`config.mk`:
```
export PLATFORM = sky130hd
export DESIGN_NAME = lua_inst_encode
export DESIGN_NICKNAME = d
export VERILOG_FILES = /design/src/rtl/lua_isa_pkg.sv /design/src/rtl/lua_op_format.sv /design/src/rtl/lua_inst_encode.sv
export SDC_FILE = /design/constraint.sdc
export NUM_CORES = 1
export LEC_CHECK = 0
export ABC_AREA = 0
export BUFFER_PORTS_ARGS = -buffer_cell sky130_fd_sc_hd__buf_2
export CAP_MARGIN = 20
export CORE_MARGIN = 10
export CORE_UTILIZATION = 30
export CTS_BUF_LIST = sky130_fd_sc_hd__clkbuf_4 sky130_fd_sc_hd__clkbuf_8
export CTS_CLUSTER_SIZE = 12
export DETAILED_ROUTE_END_ITERATION = 12
export GPL_ROUTABILITY_DRIVEN = 0
export PLACE_DENSITY = 0.55
export SYNTH_ARGS = -nofsm -noshare
export SYNTH_HDL_FRONTEND = slang
export SYNTH_SLANG_ARGS = --single-unit
```
`constraint.sdc`:
```
create_clock -name clk_enc -period 3.8 [get_ports clk_enc]
set_input_delay 0.19 -clock clk_enc [delete_from_list [all_inputs] [get_ports clk_enc]]
set_output_delay 0.19 -clock clk_enc [all_outputs]
set_load 0.1 [all_outputs]
```
`src/rtl/lua_isa_pkg.sv`:
```
// rtl/lua_isa_pkg.sv - Lua 5.1 instruction set constants shared by encode and decode
//
// Purpose: opcode numbers, operand formats, field positions, operand limits
// and encoder reject codes.
package lua_isa_pkg;

  // Opcode numbers
  localparam logic [7:0] OP_MOVE      = 8'd0;
  localparam logic [7:0] OP_LOADK     = 8'd1;
  localparam logic [7:0] OP_LOADBOOL  = 8'd2;
  localparam logic [7:0] OP_LOADNIL   = 8'd3;
  localparam logic [7:0] OP_GETUPVAL  = 8'd4;
  localparam logic [7:0] OP_GETGLOBAL = 8'd5;
  localparam logic [7:0] OP_GETTABLE  = 8'd6;
  localparam logic [7:0] OP_SETGLOBAL = 8'd7;
  localparam logic [7:0] OP_SETUPVAL  = 8'd8;
  localparam logic [7:0] OP_SETTABLE  = 8'd9;
  localparam logic [7:0] OP_NEWTABLE  = 8'd10;
  localparam logic [7:0] OP_SELF      = 8'd11;
  localparam logic [7:0] OP_ADD       = 8'd12;
  localparam logic [7:0] OP_SUB       = 8'd13;
  localparam logic [7:0] OP_MUL       = 8'd14;
  localparam logic [7:0] OP_DIV       = 8'd15;
  localparam logic [7:0] OP_MOD       = 8'd16;
  localparam logic [7:0] OP_POW       = 8'd17;
  localparam logic [7:0] OP_UNM       = 8'd18;
  localparam logic [7:0] OP_NOT       = 8'd19;
  localparam logic [7:0] OP_LEN       = 8'd20;
  localparam logic [7:0] OP_CONCAT    = 8'd21;
  localparam logic [7:0] OP_JMP       = 8'd22;
  localparam logic [7:0] OP_EQ        = 8'd23;
  localparam logic [7:0] OP_LT        = 8'd24;
  localparam logic [7:0] OP_LE        = 8'd25;
  localparam logic [7:0] OP_TEST      = 8'd26;
  localparam logic [7:0] OP_TESTSET   = 8'd27;
  localparam logic [7:0] OP_CALL      = 8'd28;
  localparam logic [7:0] OP_TAILCALL  = 8'd29;
  localparam logic [7:0] OP_RETURN    = 8'd30;
  localparam logic [7:0] OP_FORLOOP   = 8'd31;
  localparam logic [7:0] OP_FORPREP   = 8'd32;
  localparam logic [7:0] OP_TFORLOOP  = 8'd33;
  localparam logic [7:0] OP_SETLIST   = 8'd34;
  localparam logic [7:0] OP_CLOSE     = 8'd35;
  localparam logic [7:0] OP_CLOSURE   = 8'd36;
  localparam logic [7:0] OP_VARARG    = 8'd37;

  typedef enum logic [1:0] {
    FMT_ABC  = 2'd0,
    FMT_ABX  = 2'd1,
    FMT_ASBX = 2'd2
  } fmt_e;

  // Field placement inside the 32-bit word
  localparam int OP_LSB = 0;
  localparam int OP_W   = 6;
  localparam int A_LSB  = 6;
  localparam int A_W    = 8;
  localparam int C_LSB  = 14;
  localparam int C_W    = 9;
  localparam int B_LSB  = 23;
  localparam int B_W    = 9;
  localparam int BX_LSB = 14;
  localparam int BX_W   = 18;

  localparam int SBX_BIAS  = 131071;
  localparam int MAXARG_BC = 511;
  localparam int MAXARG_BX = 262143;

  // Signed window for sBx as seen on the 24-bit operandB port
  localparam logic signed [23:0] SBX_MIN = -24'sd131071;
  localparam logic signed [23:0] SBX_MAX = 24'sd131072;

  localparam logic [1:0] ERR_NONE    = 2'd0;
  localparam logic [1:0] ERR_OPCODE  = 2'd1;
  localparam logic [1:0] ERR_RANGE_B = 2'd2;
  localparam logic [1:0] ERR_RANGE_C = 2'd3;

endpackage

```
`src/rtl/lua_op_format.sv`:
```
// rtl/lua_op_format.sv - opcode legality and operand format lookup
//
// Ports:
//   opecode  in  8  Lua opcode
//   legal    out 1  opcode is within 0..37
//   fmt      out    operand format (meaningful only when legal)
module lua_op_format
  import lua_isa_pkg::*;
(
  input  logic [7:0] opecode,
  output logic       legal,
  output fmt_e       fmt
);

  always_comb begin
    legal = (opecode <= OP_VARARG);
    fmt   = FMT_ABC;
    case (opecode)
      OP_LOADK, OP_GETGLOBAL, OP_SETGLOBAL, OP_CLOSURE: fmt = FMT_ABX;
      OP_JMP, OP_FORLOOP, OP_FORPREP:                   fmt = FMT_ASBX;
      default:                                          fmt = FMT_ABC;
    endcase
  end

endmodule

```
`src/rtl/lua_inst_encode.sv`:
```
// rtl/lua_inst_encode.sv - packs Lua 5.1 instruction fields into addressed 32-bit words
//
// Ports:
//   clk_enc, reset            clock, synchronous active-high reset
//   in_valid/in_ready         field-set handshake (opecode, operandA/B/C)
//   addr_clear                restart the word address counter at 0
//   out_valid/out_ready       output word handshake (out_inst, out_addr)
//   err_valid, err_code       one-cycle reject pulse and sticky reject reason
module lua_inst_encode
  import lua_isa_pkg::*;
#(
  parameter int ADDR_W = 10
) (
  input  logic              clk_enc,
  input  logic              reset,
  input  logic              in_valid,
  output logic              in_ready,
  input  logic [7:0]        opecode,
  input  logic [7:0]        operandA,
  input  logic [23:0]       operandB,
  input  logic [15:0]       operandC,
  input  logic              addr_clear,
  output logic              out_valid,
  input  logic              out_ready,
  output logic [31:0]       out_inst,
  output logic [ADDR_W-1:0] out_addr,
  output logic              err_valid,
  output logic [1:0]        err_code
);

  typedef enum logic {ST_EMPTY = 1'b0, ST_FULL = 1'b1} state_e;

  state_e state_q, state_d;

  logic              legal;
  fmt_e              fmt;
  logic              b_ok, c_ok;
  logic [1:0]        chk_code;
  logic              accept, load;
  logic [17:0]       bx_field;
  logic [31:0]       word_d;
  logic [31:0]       inst_q;
  logic [ADDR_W-1:0] addr_q, cnt_q;
  logic              err_valid_q;
  logic [1:0]        err_code_q;

  lua_op_format u_fmt (
    .opecode (opecode),
    .legal   (legal),
    .fmt     (fmt)
  );

  // Operand range checks; C only matters for iABC
  always_comb begin
    b_ok = 1'b1;
    c_ok = 1'b1;
    case (fmt)
      FMT_ABX:  b_ok = (operandB <= 24'(MAXARG_BX));
      FMT_ASBX: b_ok = ($signed(operandB) >= SBX_MIN) && ($signed(operandB) <= SBX_MAX);
      default: begin
        b_ok = (operandB <= 24'(MAXARG_BC));
        c_ok = (operandC <= 16'(MAXARG_BC));
      end
    endcase
  end

  always_comb begin
    chk_code = ERR_NONE;
    if (!legal)      chk_code = ERR_OPCODE;
    else if (!b_ok)  chk_code = ERR_RANGE_B;
    else if (!c_ok)  chk_code = ERR_RANGE_C;
  end

  // Bias addition only needs the low 18 bits: range check guarantees no wrap
  always_comb begin
    bx_field = operandB[17:0];
    if (fmt == FMT_ASBX) bx_field = operandB[17:0] + 18'(SBX_BIAS);
  end

  always_comb begin
    if (fmt == FMT_ABC)
      word_d = {operandB[B_W-1:0], operandC[C_W-1:0], operandA, opecode[OP_W-1:0]};
    else
      word_d = {bx_field, operandA, opecode[OP_W-1:0]};
  end

  assign in_ready = !reset && (!out_valid || out_ready);
  assign accept   = in_valid && in_ready;
  assign load     = accept && (chk_code == ERR_NONE);

  // FSM: state register
  always_ff @(posedge clk_enc) begin
    if (reset) state_q <= ST_EMPTY;
    else       state_q <= state_d;
  end

  // FSM: next state
  always_comb begin
    state_d = state_q;
    case (state_q)
      ST_EMPTY: if (load) state_d = ST_FULL;
      ST_FULL:  if (!load && out_ready) state_d = ST_EMPTY;
      default:  state_d = ST_EMPTY;
    endcase
  end

  // FSM: outputs
  always_comb begin
    out_valid = (state_q == ST_FULL);
  end

  always_ff @(posedge clk_enc) begin
    if (reset) begin
      inst_q <= '0;
      addr_q <= '0;
    end else if (load) begin
      inst_q <= word_d;
      addr_q <= cnt_q;
    end
  end

  // Clear takes precedence over the post-load increment
  always_ff @(posedge clk_enc) begin
    if (reset || addr_clear) cnt_q <= '0;
    else if (load)           cnt_q <= cnt_q + 1'b1;
  end

  always_ff @(posedge clk_enc) begin
    if (reset) begin
      err_valid_q <= 1'b0;
      err_code_q  <= ERR_NONE;
    end else begin
      err_valid_q <= accept && (chk_code != ERR_NONE);
      if (accept && (chk_code != ERR_NONE)) err_code_q <= chk_code;
    end
  end

  assign out_inst  = inst_q;
  assign out_addr  = addr_q;
  assign err_valid = err_valid_q;
  assign err_code  = err_code_q;

endmodule

```
==> metrics.md <==
| Metric | Value |
|---|---|
| Register area share after synthesis | `0.318` |
| Post-CTS setup buffer count | `0` |
| Layout area overhead | `18.5%` |
| Yosys synthesis warning count | `0` |
| Status | `complete, no violations` |
| Final Setup Violations | `0` |
| Maximum capacitance violations | `0` |
| Setup slack after layout | `0.751 ns` |
| Syn nets | `483` |
| Die area | `0.0165 sq mm` |
| Dpl hpwl | `8120 um` |
| DR pass1 iterations | `5` |
| CP Class | `input pin to register` |
| Post_cts resized | `0` |
| Post-synthesis instance total | `415` |
| Vias per cell | `5.16` |
| Final worst path period share | `0.802` |
| Final core utilization | `0.364` |
| Yosys reg bits | `56` |
| Sequential Power Share | `0.538` |
| Post-Place Worst Slack | `0.423 ns` |
| Largest net degree at the start of global routing | `95` |
| CP Launch Type | `input pin` |
| Fmax achieved | `328 MHz` |
| H-tree depth | `2` |
| Clock power share | `0.311` |
| Setup Total Neg Slack | `0 ns` |
| RSZ-0062 raised after global routing | `no` |
| Core area | `0.0115 sq mm` |
| Hold WS | `0.153 ns` |
| Inserted Clock Buffers | `5` |
| Die Y | `128 um` |
| Slowest cell on crit path | `buf_4` |
| Critical Path Max Stage Delay | `0.38 ns` |
| Initial antenna violation count | `0` |
| Sw frac | `0.282` |
| Longest Clk Path Bufs | `2` |
| Clk_skew | `0.0152 ns` |
| Predominant post-synthesis flop cell | `dfxtp_1` |
| Hold crit path type | `input pin to register` |
| VDD IR max | `0.156 mV` |
| Transition time of the tightest slew-check pin | `0.970 ns` |
| Fin. Hold Viols | `0` |
| PwrDens | `263 mW/mm^2` |
| CTS Root Cell | `clkbuf_8` |
| Synthesized area per cell | `8.49 sq um` |
| Clk sinks | `56` |
| Critical Path RT | `3.99 ns` |
| First-pass GRT wire length | `17,300 um` |
| Grt total ovfl | `0` |
| N_diodes | `0` |
| CTS tree | `yes` |
| Detailed router's first-iteration violation count | `196` |
| Critical-path maximum fanout | `34` |
| Ys async rst share | `0` |
| Io pins | `108` |
| Crit path time final | `3.05 ns` |
| CTS clk-pin slew, worst paths | `0.11 ns` |
| P_sw | `0.000309 W` |
| Antenna-violating nets left | `0` |
| Pins Over Slew Limit | `0` |
| DR WL/cell | `16.7 um` |
| CP Cell Sequence | `buf_2, nand2b_1, o32a_1, o32ai_1, and2_1, inv_1, ha_1, nor4bb_1, nand3_1, nor4_4, a221oi_4, nor2_2, buf_4, o21ai_0` |
| Vias in the first global route | `3,354` |
| DRT Wirelength | `10,800 um` |
| Critical path endpoint category | `register` |
| Initial Util | `0.307` |
| Synthesized cell area | `0.00352 sq mm` |
| Combinational share of power | `0.151` |
| Buffers on Ports | `107` |
| DRC Markers | `0` |
| Crit path DAT | `3.24 ns` |
| Vias | `3,340` |
| Fin nets | `571` |
| Int Pwr | `0.000789 W` |
| Overall routing resource usage | `0.126` |
| Post-synth EDFFs | `0` |
| Site Rows | `39` |
| Count of cell types in the netlist | `63` |
| Cts hold-fix bufs | `0` |
| Reg-to-reg setup timing slack | `1.77 ns` |
| Layout cells sized above 1 | `0.294` |
| Die W | `128 um` |
| Later-pin clock latency in the skew report | `0.31 ns` |
| Static Leak | `1.65 nW` |
| Slew headroom | `0.354` |
cell usage in the layout (no fill, tap or decap), drive strengths merged, types with 4 or more instances in the layout:
cell type and n:
buf 112, o21ai 57, dfxtp 56, nand2b 37, nand4b 33, nand2 28, nor2 20, nor4 15
nor2b 13, xnor2 12, or3 12, a21oi 11, nand3 10, inv 7, mux2i 7, o31ai 7
ha 7, nor3 7, clkbuf 6, nand4 5, and3 4, o41ai 4
cells in the mapped netlist, drive strengths merged (2+ instances only):
master | count | area (sq um)
nor3 | 7 | 56.3
mux2i | 7 | 70.1
buf | 7 | 62.6
o21ai | 57 | 304
or3 | 12 | 81.3
inv | 7 | 26.3
nor2 | 20 | 77.6
nor2b | 13 | 81.3
a21oi | 11 | 55.1
ha | 7 | 87.6
xnor2 | 12 | 105
o41ai | 4 | 50.1
and3 | 4 | 28.8
dfxtp | 56 | 1120
and2 | 3 | 20.0
clkbuf | 24 | 131
a31oi | 2 | 12.5
nand4 | 5 | 31.3
nor4 | 15 | 124
xor2 | 3 | 26.3
o31ai | 7 | 52.6
nand2 | 28 | 108
nor3b | 3 | 22.5
or2 | 2 | 12.5
nand4b | 33 | 304
nand2b | 37 | 231
nand3 | 10 | 50.1
flip-flops by register name, summed over array words and instances (netlist names):
| name | flops |
|---|---|
| err_code | 2 |
| cnt_q | 10 |
| out_valid | 1 |
| err_valid | 1 |
| out_inst | 32 |
| out_addr | 10 |
area by class of cell:
cell class	count	area (sq um)
Multi-Input combinational cell	321	2180
Tap cell	143	179
Timing Repair Buffer	112	573
Inverter	7	26.3
Clock inverter	2	16.3
Clock buffer	6	76.3
Sequential cell	56	1120
Fill cell	1224	7290
layer usage:
| metal | GRT usage | part of all wire | vias up | routed length [um] |
|---|---|---|---|---|
| met3 | 0.0337 | 0.075 | 4 | 809 |
| li1 | - | - | 1687 | - |
| met5 | 0 | 0 | - | 0 |
| met2 | 0.187 | 0.43 | 105 | 4690 |
| met4 | 0.0351 | 0.0090 | 0 | 97 |
| met1 | 0.175 | 0.48 | 1544 | 5200 |
critical path, delay by kind of cell:
kind                       cells  cell delay (ns)
adders and majority gates      1             0.32
buffers and inverters          3             0.57
AOI/OAI and AO/OA              4             0.79
and+or+nand+nor                6             1.34
power groups by stage:
stage / registers, W / logic (W) / clock network [W]
floorplan: 0.000622 / 0.0000776 / 0
global placement: 0.000604 / 0.000164 / 0
detailed placement: 0.000604 / 0.000165 / 0
CTS: 0.000591 / 0.000166 / 0.000361
global route: 0.000591 / 0.000182 / 0.000378
finish: 0.000591 / 0.000166 / 0.000341
path summary, 6_finish.rpt:
| kind | start | endpoint | cells after the start |
|---|---|---|---|
| max | opecode[1] | out_addr[3] | 14 |
| min | operandA[6] | out_inst[12] | 3 |
| max reg2reg | out_valid | out_inst[27] | 5 |
| min reg2reg | out_inst[9] | out_inst[9] | 2 |
cells by family after synthesis:
family	Yosys count	synth area share
flops	56	0.318
xor+xnor	15	0.0373
fa+ha+maj	7	0.0249
buf+inv	38	0.0625
mux	8	0.0231
compound gates	95	0.174
simple gates	196	0.360
metrics by stage:
stage	total power (W)	std cells	area, sq um
after floorplan	0.000700	415	3520
after global placement	0.000768	639	4080
after detailed placement	0.000769	639	4080
after CTS	0.00112	647	4170
after global routing	0.00115	647	4170
final	0.00110	647	4170
Power figures use the tool's default switching activity.
